`config.mk`:
```
export PLATFORM = sky130hd
export DESIGN_NAME = multicycle_control
export DESIGN_NICKNAME = d
export VERILOG_FILES = /design/src/rtl/mc_pkg.sv /design/src/rtl/multicycle_control_opdecode.sv /design/src/rtl/multicycle_control.sv
export SDC_FILE = /design/constraint.sdc
export NUM_CORES = 1
export LEC_CHECK = 0
export ABC_CLOCK_PERIOD_IN_PS = 3500
export BUFFER_PORTS_ARGS = -buffer_cell sky130_fd_sc_hd__buf_2
export CAP_MARGIN = 20
export CORE_UTILIZATION = 40
export CTS_CLUSTER_DIAMETER = 100
export CTS_CLUSTER_SIZE = 30
export DETAILED_ROUTE_END_ITERATION = 10
export GPL_TIMING_DRIVEN = 0
export HOLD_SLACK_MARGIN = 0.02
export PLACE_DENSITY = 0.66
export SYNTH_ARGS = -nofsm -noshare
export SYNTH_HDL_FRONTEND = slang
export SYNTH_SLANG_ARGS = --single-unit
```
`constraint.sdc`:
```
create_clock -name clk_i -period 3.5 [get_ports clk_i]
set_input_delay 0.525 -clock clk_i [delete_from_list [all_inputs] [get_ports clk_i]]
set_output_delay 0.525 -clock clk_i [all_outputs]
set_load 0.03 [all_outputs]
```
`src/rtl/mc_pkg.sv`:
```
// rtl/mc_pkg.sv - shared state, opcode, aluOp and mux-select definitions for the multicycle control
package mc_pkg;

  // Control FSM states; 4-bit encoding is visible on state_o for debug
  typedef enum logic [3:0] {
    S_FETCH  = 4'd0,
    S_DECODE = 4'd1,
    S_MEMADR = 4'd2,
    S_MEMRD  = 4'd3,
    S_MEMWB  = 4'd4,
    S_MEMWR  = 4'd5,
    S_REXEC  = 4'd6,
    S_RWB    = 4'd7,
    S_IEXEC  = 4'd8,
    S_IWB    = 4'd9,
    S_BRANCH = 4'd10,
    S_JUMP   = 4'd11,
    S_HALT   = 4'd12
  } state_t;

  // Instruction classes produced by the opcode decoder
  typedef enum logic [2:0] {
    CLS_R       = 3'd0,
    CLS_LW      = 3'd1,
    CLS_SW      = 3'd2,
    CLS_BEQ     = 3'd3,
    CLS_J       = 3'd4,
    CLS_IALU    = 3'd5,
    CLS_ILLEGAL = 3'd6
  } instr_class_t;

  // Opcodes (IR[31:26])
  localparam logic [5:0] OP_RTYPE = 6'b000000;
  localparam logic [5:0] OP_LW    = 6'b100011;
  localparam logic [5:0] OP_SW    = 6'b101011;
  localparam logic [5:0] OP_BEQ   = 6'b000100;
  localparam logic [5:0] OP_J     = 6'b000010;
  localparam logic [5:0] OP_ADDI  = 6'b001000;
  localparam logic [5:0] OP_ANDI  = 6'b001100;
  localparam logic [5:0] OP_ORI   = 6'b001101;
  localparam logic [5:0] OP_SLTI  = 6'b001010;
  localparam logic [5:0] OP_XORI  = 6'b001110;

  // R-type funct codes that the control resolves itself (shifts/rotate)
  localparam logic [5:0] FN_SLL = 6'b000000;
  localparam logic [5:0] FN_SRL = 6'b000010;

  // aluOp encoding shared with alu_control
  localparam logic [3:0] ALU_ADD   = 4'b0000;
  localparam logic [3:0] ALU_SUB   = 4'b0001;
  localparam logic [3:0] ALU_RTYPE = 4'b0010;
  localparam logic [3:0] ALU_ADDI  = 4'b0011;
  localparam logic [3:0] ALU_ANDI  = 4'b0100;
  localparam logic [3:0] ALU_ORI   = 4'b0101;
  localparam logic [3:0] ALU_SLTI  = 4'b0110;
  localparam logic [3:0] ALU_XORI  = 4'b0111;
  localparam logic [3:0] ALU_SLL   = 4'b1000;
  localparam logic [3:0] ALU_SRL   = 4'b1001;
  localparam logic [3:0] ALU_ROTR  = 4'b1011;

  // Datapath mux selects
  localparam logic       IORD_PC      = 1'b0;
  localparam logic       IORD_ALUOUT  = 1'b1;
  localparam logic       SRCA_PC      = 1'b0;
  localparam logic       SRCA_A       = 1'b1;
  localparam logic [1:0] SRCB_B       = 2'b00;
  localparam logic [1:0] SRCB_FOUR    = 2'b01;
  localparam logic [1:0] SRCB_IMM     = 2'b10;
  localparam logic [1:0] SRCB_IMM_SH2 = 2'b11;
  localparam logic       EXT_SIGN     = 1'b0;
  localparam logic       EXT_ZERO     = 1'b1;
  localparam logic [1:0] PCSRC_ALU    = 2'b00;
  localparam logic [1:0] PCSRC_ALUOUT = 2'b01;
  localparam logic [1:0] PCSRC_JUMP   = 2'b10;
  localparam logic       REGDST_RT    = 1'b0;
  localparam logic       REGDST_RD    = 1'b1;

  // Registered control word; ir_write and the fetch PC write are gated by mem ready outside it
  typedef struct packed {
    logic       pc_write;
    logic       pc_write_cond;
    logic       iord;
    logic       mem_read;
    logic       mem_write;
    logic       reg_dst;
    logic       mem_to_reg;
    logic       reg_write;
    logic       alu_src_a;
    logic [1:0] alu_src_b;
    logic       ext_sel;
    logic [1:0] pc_src;
    logic [3:0] alu_op;
    logic       halted;
  } ctrl_t;

  // Moore control word for a state; execute/writeback states take the decoded aluOp and extender
  function automatic ctrl_t state_ctrl(state_t s, logic [3:0] exec_op, logic exec_ext);
    ctrl_t c;
    c = '0;
    case (s)
      S_FETCH: begin
        c.mem_read  = 1'b1;
        c.iord      = IORD_PC;
        c.alu_src_a = SRCA_PC;
        c.alu_src_b = SRCB_FOUR;
        c.alu_op    = ALU_ADD;
        c.pc_src    = PCSRC_ALU;
      end
      S_DECODE: begin
        c.alu_src_a = SRCA_PC;
        c.alu_src_b = SRCB_IMM_SH2;
        c.alu_op    = ALU_ADD;
      end
      S_MEMADR: begin
        c.alu_src_a = SRCA_A;
        c.alu_src_b = SRCB_IMM;
        c.ext_sel   = EXT_SIGN;
        c.alu_op    = ALU_ADD;
      end
      S_MEMRD: begin
        c.mem_read = 1'b1;
        c.iord     = IORD_ALUOUT;
      end
      S_MEMWB: begin
        c.reg_write  = 1'b1;
        c.mem_to_reg = 1'b1;
        c.reg_dst    = REGDST_RT;
      end
      S_MEMWR: begin
        c.mem_write = 1'b1;
        c.iord      = IORD_ALUOUT;
      end
      S_REXEC: begin
        c.alu_src_a = SRCA_A;
        c.alu_src_b = SRCB_B;
        c.alu_op    = exec_op;
      end
      S_RWB: begin
        c.reg_write = 1'b1;
        c.reg_dst   = REGDST_RD;
      end
      S_IEXEC: begin
        c.alu_src_a = SRCA_A;
        c.alu_src_b = SRCB_IMM;
        c.ext_sel   = exec_ext;
        c.alu_op    = exec_op;
      end
      S_IWB: begin
        c.reg_write = 1'b1;
        c.reg_dst   = REGDST_RT;
        c.ext_sel   = exec_ext;
        c.alu_op    = exec_op;
      end
      S_BRANCH: begin
        c.alu_src_a     = SRCA_A;
        c.alu_src_b     = SRCB_B;
        c.alu_op        = ALU_SUB;
        c.pc_write_cond = 1'b1;
        c.pc_src        = PCSRC_ALUOUT;
      end
      S_JUMP: begin
        c.pc_write = 1'b1;
        c.pc_src   = PCSRC_JUMP;
      end
      S_HALT: begin
        c.halted = 1'b1;
      end
      default: c = '0;
    endcase
    return c;
  endfunction

endpackage

```
`src/rtl/multicycle_control_opdecode.sv`:
```
// rtl/multicycle_control_opdecode.sv - opcode/funct decode into instruction class, execute aluOp and extender select
module mc_opdecode
  import mc_pkg::*;
(
  input  logic [5:0] opcode,
  input  logic [5:0] funct,
  input  logic       rs0,
  output logic [2:0] instr_class,
  output logic [3:0] exec_alu_op,
  output logic       exec_ext_sel
);

  instr_class_t cls;

  // Classify the instruction and pick the aluOp/extender used in its execute and writeback states
  always_comb begin
    cls          = CLS_ILLEGAL;
    exec_alu_op  = ALU_ADD;
    exec_ext_sel = EXT_SIGN;
    case (opcode)
      OP_RTYPE: begin
        cls = CLS_R;
        if (funct == FN_SLL) begin
          exec_alu_op = ALU_SLL;
        end else if (funct == FN_SRL) begin
          // IR[21] turns srl into rotate-right
          exec_alu_op = rs0 ? ALU_ROTR : ALU_SRL;
        end else begin
          exec_alu_op = ALU_RTYPE;
        end
      end
      OP_LW:   cls = CLS_LW;
      OP_SW:   cls = CLS_SW;
      OP_BEQ:  cls = CLS_BEQ;
      OP_J:    cls = CLS_J;
      OP_ADDI: begin
        cls         = CLS_IALU;
        exec_alu_op = ALU_ADDI;
      end
      OP_ANDI: begin
        cls          = CLS_IALU;
        exec_alu_op  = ALU_ANDI;
        exec_ext_sel = EXT_ZERO;
      end
      OP_ORI: begin
        cls          = CLS_IALU;
        exec_alu_op  = ALU_ORI;
        exec_ext_sel = EXT_ZERO;
      end
      OP_SLTI: begin
        cls         = CLS_IALU;
        exec_alu_op = ALU_SLTI;
      end
      OP_XORI: begin
        cls          = CLS_IALU;
        exec_alu_op  = ALU_XORI;
        exec_ext_sel = EXT_ZERO;
      end
      default: cls = CLS_ILLEGAL;
    endcase
  end

  assign instr_class = cls;

endmodule

```
`src/rtl/multicycle_control.sv`:
```
// rtl/multicycle_control.sv - main control FSM sequencing the multicycle MIPS datapath
module multicycle_control
  import mc_pkg::*;
#(
  parameter bit MEM_HANDSHAKE = 1'b1,
  parameter bit ILLEGAL_HALT  = 1'b1
) (
  input  logic       clk_i,
  input  logic       rst_i,
  input  logic [5:0] opcode_i,
  input  logic [5:0] funct_i,
  input  logic       rs0_i,
  input  logic       mem_ready_i,
  output logic       pc_write_o,
  output logic       pc_write_cond_o,
  output logic       iord_o,
  output logic       mem_read_o,
  output logic       mem_write_o,
  output logic       ir_write_o,
  output logic       reg_dst_o,
  output logic       mem_to_reg_o,
  output logic       reg_write_o,
  output logic       alu_src_a_o,
  output logic [1:0] alu_src_b_o,
  output logic       ext_sel_o,
  output logic [1:0] pc_src_o,
  output logic [3:0] alu_op_o,
  output logic       halted_o,
  output logic [3:0] state_o
);

  state_t       state;
  state_t       next_state;
  ctrl_t        ctrl_q;
  ctrl_t        ctrl_out;
  logic [1:0]   rst_pipe;
  logic         rst_hold;
  logic         ready_eff;
  logic         fetch_done;
  logic [2:0]   class_bits;
  instr_class_t instr_class;
  logic [3:0]   exec_alu_op;
  logic         exec_ext_sel;

  mc_opdecode u_opdecode (
    .opcode       (opcode_i),
    .funct        (funct_i),
    .rs0          (rs0_i),
    .instr_class  (class_bits),
    .exec_alu_op  (exec_alu_op),
    .exec_ext_sel (exec_ext_sel)
  );

  assign instr_class = instr_class_t'(class_bits);

  // With a single-cycle memory every access completes immediately
  assign ready_eff = MEM_HANDSHAKE ? mem_ready_i : 1'b1;

  // Reset synchroniser: asserts with rst_i, releases two clocks after rst_i falls
  always_ff @(posedge clk_i or posedge rst_i) begin
    if (rst_i) begin
      rst_pipe <= 2'b11;
    end else begin
      rst_pipe <= {rst_pipe[0], 1'b0};
    end
  end

  assign rst_hold = rst_pipe[1];

  // Next-state sequencing through fetch/decode/execute/memory/writeback
  always_comb begin
    next_state = state;
    case (state)
      S_FETCH:  if (ready_eff) next_state = S_DECODE;
      S_DECODE: begin
        case (instr_class)
          CLS_R:          next_state = S_REXEC;
          CLS_LW, CLS_SW: next_state = S_MEMADR;
          CLS_BEQ:        next_state = S_BRANCH;
          CLS_J:          next_state = S_JUMP;
          CLS_IALU:       next_state = S_IEXEC;
          default:        next_state = ILLEGAL_HALT ? S_HALT : S_FETCH;
        endcase
      end
      S_MEMADR: next_state = (instr_class == CLS_LW) ? S_MEMRD : S_MEMWR;
      S_MEMRD:  if (ready_eff) next_state = S_MEMWB;
      S_MEMWB:  next_state = S_FETCH;
      S_MEMWR:  if (ready_eff) next_state = S_FETCH;
      S_REXEC:  next_state = S_RWB;
      S_RWB:    next_state = S_FETCH;
      S_IEXEC:  next_state = S_IWB;
      S_IWB:    next_state = S_FETCH;
      S_BRANCH: next_state = S_FETCH;
      S_JUMP:   next_state = S_FETCH;
      S_HALT:   next_state = S_HALT;
      default:  next_state = S_FETCH;
    endcase
  end

  // State and registered control word; while the reset release is pending the FETCH word is preloaded
  always_ff @(posedge clk_i or posedge rst_i) begin
    if (rst_i) begin
      state  <= S_FETCH;
      ctrl_q <= '0;
    end else if (rst_hold) begin
      state  <= S_FETCH;
      ctrl_q <= state_ctrl(S_FETCH, exec_alu_op, exec_ext_sel);
    end else begin
      state  <= next_state;
      ctrl_q <= state_ctrl(next_state, exec_alu_op, exec_ext_sel);
    end
  end

  // Outputs stay quiet until the synchronised reset has released
  assign ctrl_out   = rst_hold ? '0 : ctrl_q;
  assign fetch_done = ~rst_hold & (state == S_FETCH) & ready_eff;

  assign pc_write_o      = ctrl_out.pc_write | fetch_done;
  assign pc_write_cond_o = ctrl_out.pc_write_cond;
  assign iord_o          = ctrl_out.iord;
  assign mem_read_o      = ctrl_out.mem_read;
  assign mem_write_o     = ctrl_out.mem_write;
  assign ir_write_o      = fetch_done;
  assign reg_dst_o       = ctrl_out.reg_dst;
  assign mem_to_reg_o    = ctrl_out.mem_to_reg;
  assign reg_write_o     = ctrl_out.reg_write;
  assign alu_src_a_o     = ctrl_out.alu_src_a;
  assign alu_src_b_o     = ctrl_out.alu_src_b;
  assign ext_sel_o       = ctrl_out.ext_sel;
  assign pc_src_o        = ctrl_out.pc_src;
  assign alu_op_o        = ctrl_out.alu_op;
  assign halted_o        = ctrl_out.halted;
  assign state_o         = state;

endmodule
```
# Word-level counts from Yosys, hierarchy flattened
# Cells that the tools add are included.
# word_totals
word_cells,97
output_inout_bits,24
ff_bits,25
in_bits,16
# classes
mux,28
n_bitwise,4
n_reduce_logical,15
eq_ne,34
# op_table
cell,n
two-way mux 19 bit,2
one-hot mux 4 bit (8 select lines),1
equality test 6 x 4 -> 1 bit (second input constant),5
equality test 4 bit (second input constant),7
equality test 4 x 3 -> 1 bit (second input constant),6
two-way mux 4 bit,6
one-hot mux 4 bit (6 select lines),1
one-hot mux 4 bit (5 select lines),1
one-hot mux 3 bit (6 select lines),1
equality test 4 x 2 -> 1 bit (second input constant),4
equality test 6 x 2 -> 1 bit (second input constant),2
equality test 6 bit (second input constant),2
logical NOT 6 bit,2
one-hot mux 3 bit (4 select lines),1
OR reduction 2 bit,6
two-way mux 1 bit,11
OR reduction 3 bit,3
equality test 4 x 1 -> 1 bit (second input constant),2
logical NOT 4 bit,2
one-hot mux 4 bit (2 select lines),1
equality test 3 x 2 -> 1 bit (second input constant),2
equality test 3 bit (second input constant),2
equality test 6 x 3 -> 1 bit (second input constant),1
OR reduction 5 bit,1
other kinds (8),9

# Logic depth before layout (Yosys ltp)
# depth
ltp_word,11
mapped_depth,8
depth_no_buf,6

# By module
# A second synthesis with hierarchy kept.
# hier_totals
hier_cells,162
hier_area_um2,1481.4
# by_module_without_submodules
module,area_each_um2,seq_area_each_um2,n_inst,cells_per_inst
multicycle_control,1287.5,603.1,1,130
mc_opdecode,193.9,0.0,1,32

# Worst setup path before layout
# OpenSTA, ideal clock, no wires.
# synth_path
path_type,reg2reg
startpoint,"reg state[3], in the netlist state_o[3]"
endpoint,reg ctrl_q[9] (netlist bit)
setup_ps,79
stages_incl_launch_ff,8
required_ps,3421
t_arrival_ps,2008
period_less_slack_ps,2087
n_path_buf,1
setup_slack_ps,1413
cell_sequence,dfrtp_1 nor2_2 nand3b_1 o32a_1 buf_2 xnor2_1 or3_1 a21oi_1
# synth_between
elab_chain_len,6
elab_cells_between_ends,22
classes_between,eq/ne: 12; mux: 6; reduce/logical: 4
# synth_rtl
element,line_no,rtl
from (decl),multicycle_control.sv:32,state_t state;
from (signal assigned),multicycle_control.sv:109,state <= next_state;
"equality test 4 bit, or another cell as far along",multicycle_control.sv:73,case (state)
one-hot mux 4 bit (8 select lines) (*),multicycle_control.sv:73,
"equality test 4 bit, or another cell as far along",mc_pkg.sv:100,case (s)
OR reduction 2 bit (no source line),n/a,
one-hot mux 3 bit (4 select lines) (*),mc_pkg.sv:100,
two-way mux 19 bit (*),multicycle_control.sv:105,end else if (rst_hold) begin
to (signal assigned),multicycle_control.sv:107,"ctrl_q <= state_ctrl(S_FETCH, exec_alu_op, exec_ext_sel);"
to (signal assigned),multicycle_control.sv:110,"ctrl_q <= state_ctrl(next_state, exec_alu_op, exec_ext_sel);"
to (decl),multicycle_control.sv:34,ctrl_t ctrl_q;
# Every way passes the cells marked *; elsewhere a longest branch is shown, timed or not.

# Worst setup path in the final report
# Same ends and word-level chain as after synthesis.

==> flow_metrics.env <==
export IMPL_outcome="finished clean"
export IMPL_r2r_slack_ns=1.25
export IMPL_dp_hpwl_mm=2.38
export IMPL_layout_nets=223
export IMPL_chipHeight_um=63.7
export IMPL_start_kind="flop"
export IMPL_viasPerCell=5.22
export IMPL_wl_mm=3.18
export IMPL_track_usage=0.171
export IMPL_cts_root_buf="clkbuf_8"
export IMPL_final_cell_mix="buf_2, dfrtp_1, nor2_1, nor2b_1, nand2_1"
export IMPL_synth_seq_cells=24
export IMPL_grt_pass1_vias=1182
export IMPL_ys_top_cells_by_area="dfrtp_1, nor2b_1, nor2_1"
export IMPL_timing_rr_start="state_o[3]"
export IMPL_vias=1327
export IMPL_cts_buffer_depth=2
export IMPL_grt_overflow=0
export IMPL_relSlewSlack=0.427
export IMPL_min_delay_start="rst_pipe[0]"
export IMPL_place_inst=250
export IMPL_crit_start="state_o[3]"
export IMPL_clk_pin_slew_worst_paths_ns=0.08
export IMPL_crit_type="flop to flop"
export IMPL_grt_max_degree=25
export IMPL_layout_setup_ws_ns=1.25
export IMPL_cp_end_kind="flop"
export IMPL_holdPathEnd="rst_pipe[1]"
export IMPL_grt_setup_unrepaired="false"
export IMPL_cp_arrival_ns=2.44
export IMPL_gp_congestion=0.860
export IMPL_syn_avg_cell_area_sq_um=9.17
export IMPL_ys_seq_area_frac=0.396
export IMPL_ys_warnings_count=0
export IMPL_post_cts_setup_buffers=0
export IMPL_synth_fp_nets=182
export IMPL_fin_tns_setup_ns=0
export IMPL_syn_area_sq_um=1520
export IMPL_core_sq_um=3660
export IMPL_layout_cells_non_filler=254
export IMPL_cts_hold_buf=0
export IMPL_synth_cells=166
export IMPL_num_rows=22
export IMPL_vdd_ir_drop_max_uv=211
export IMPL_antenna_found_initial=0
export IMPL_boundaryPins=40
export IMPL_timing_rr_end="ctrl_q[9]"
export IMPL_first_pass_iters=4
export IMPL_numCtsBuffers=3
export IMPL_slew_violations=0
export IMPL_tightestPinTransition_ns=0.859
export IMPL_fin_skew_ns=0.00410
export IMPL_synth_largest_area_cell="dfrtp_1"
export IMPL_critPathMaxFanout=10
export IMPL_cts_resized=0
export IMPL_r2r_cells=7
export IMPL_grt_pass1_wl_mm=5.49
export IMPL_drcViolationCount=0
export IMPL_power_density_nw_per_um2=571
export IMPL_fin_crit_ns=2.25
export IMPL_fp_dieW_um=63.7
export IMPL_synth_cell_type_count=57
export IMPL_drive_gt1_frac=0.316
export IMPL_setup_viol=0
export IMPL_synth_edf_count=0
export IMPL_yosysTopAreaCellShare=0.362
export IMPL_synth_flop_cell="dfrtp_1"
export IMPL_antennaDiodeCount=0
export IMPL_dieArea_sq_um=4050
export IMPL_wl_per_cell_um=12.5
export IMPL_ant_nets=0
export IMPL_layout_commonest_cell="buf_2"
export IMPL_cts_sinks=24
export IMPL_period_share=0.644
export IMPL_p_leak_nw=0.863
export IMPL_fmaxAchievable_mhz=444
export IMPL_worst_ep_required_time_ns=3.69
export IMPL_drt_iter0_drc=38
export IMPL_hp_class="flop to flop"
export IMPL_ys_async_sr_fraction=1.00
export IMPL_clock_latency_ns=0.26
export IMPL_hold_viol_final=0
export IMPL_cts_tree="done"
export IMPL_cts_htree_levels=1
export IMPL_cap_viol_max_count=0
export IMPL_num_fill_cells=369
export IMPL_hold_path_cell_count=0
export IMPL_area_delta_synth_final_pct=20.5
export IMPL_post_place_ws_ns=1.27
export IMPL_port_buffers=36
export IMPL_initial_core_util=0.416
[sequential cells by signal (all words and copies together) (netlist names)]
name,flops
state_o,4
rst_pipe,2
ctrl_q,18
[stage by stage]
stage,hold WS (ns),instance area [sq um],power (W),util
floorplan,0.345,1520,0.000704,-
global placement,0.346,1760,0.000814,0.481
detailed placement,0.347,1760,0.000813,0.481
CTS,0.359,1830,0.00105,0.501
global route,0.366,1830,0.00111,0.501
finish,0.358,1830,0.00105,0.501
[metal layers]
layer,track usage,vias to the layer above,wire [um]
met1,0.254,628,1640
li1,-,668,-
met3,0.0163,4,74
met5,0,-,0
met4,0.0597,0,36
met2,0.257,27,1430
[synthesized netlist by cell type (3+ instances only)]
library cell,instances
a21oi_1,8
a31oi_1,4
and2_1,3
buf_2,5
clkbuf_1,3
dfrtp_1,22
inv_1,6
nand2_1,10
nand3_1,5
nand3b_1,4
nor2_1,19
nor2b_1,19
nor3_1,3
nor3b_1,5
[worst max-delay path by stage]
stage                   to  depth (start not counted)  slack, ns
4_1_cts        pc_src_o[0]                          4       1.25
6_report         ctrl_q[9]                          7       1.25
3_5_place_dp     ctrl_q[3]                          7       1.27
2_1_floorplan    ctrl_q[9]                          7       1.41
3_3_place_gp     ctrl_q[3]                          7       1.26
5_1_grt          ctrl_q[9]                          7       1.10
[cell families (layout without fill, tap and decap cells)]
kind of cell               count (synthesis)  in the layout  synth area share
DFF                                       24             24             0.396
buffers and inverters                     17             57            0.0584
AOI/OAI and AO/OA                         32             32             0.162
other                                      1              1           0.00246
muxes                                      1              1           0.00740
and+or+nand+nor                           87             87             0.349
xor gates and xnor gates                   3              3            0.0173
adders and majority gates                  1              1           0.00740
[layout make-up]
type / count / area, sq um / share of cell area
Timing Repair Buffer: 36 / 180 / 0.0983
Clock buffer: 3 / 41.3 / 0.0225
Sequential cell: 24 / 603 / 0.329
Multi-Input combinational cell: 125 / 830 / 0.453
Inverter: 6 / 22.5 / 0.0123
Clock inverter: 1 / 30.0 / 0.0164
Tap cell: 48 / 60.1 / 0.0328
Buffer: 11 / 66.3 / 0.0362
[worst max-delay path: stages (launching register included)]
cell,delay [ns]
dfrtp_1,0.47
nor2_2,0.30
nand3b_1,0.23
o32a_1,0.40
buf_2,0.19
xnor2_1,0.13
or3_1,0.30
a21oi_1,0.15
[where the power goes]
group	internal (W)	switching (W)	leakage, nW	total [W]
sequential	0.000319	0.0000240	0.317	0.000343
clock	0.000153	0.0000826	0.0357	0.000235
combinational	0.000169	0.000300	0.510	0.000470
total	0.000640	0.000407	0.863	0.00105
(Power assumes the default switching activity.)
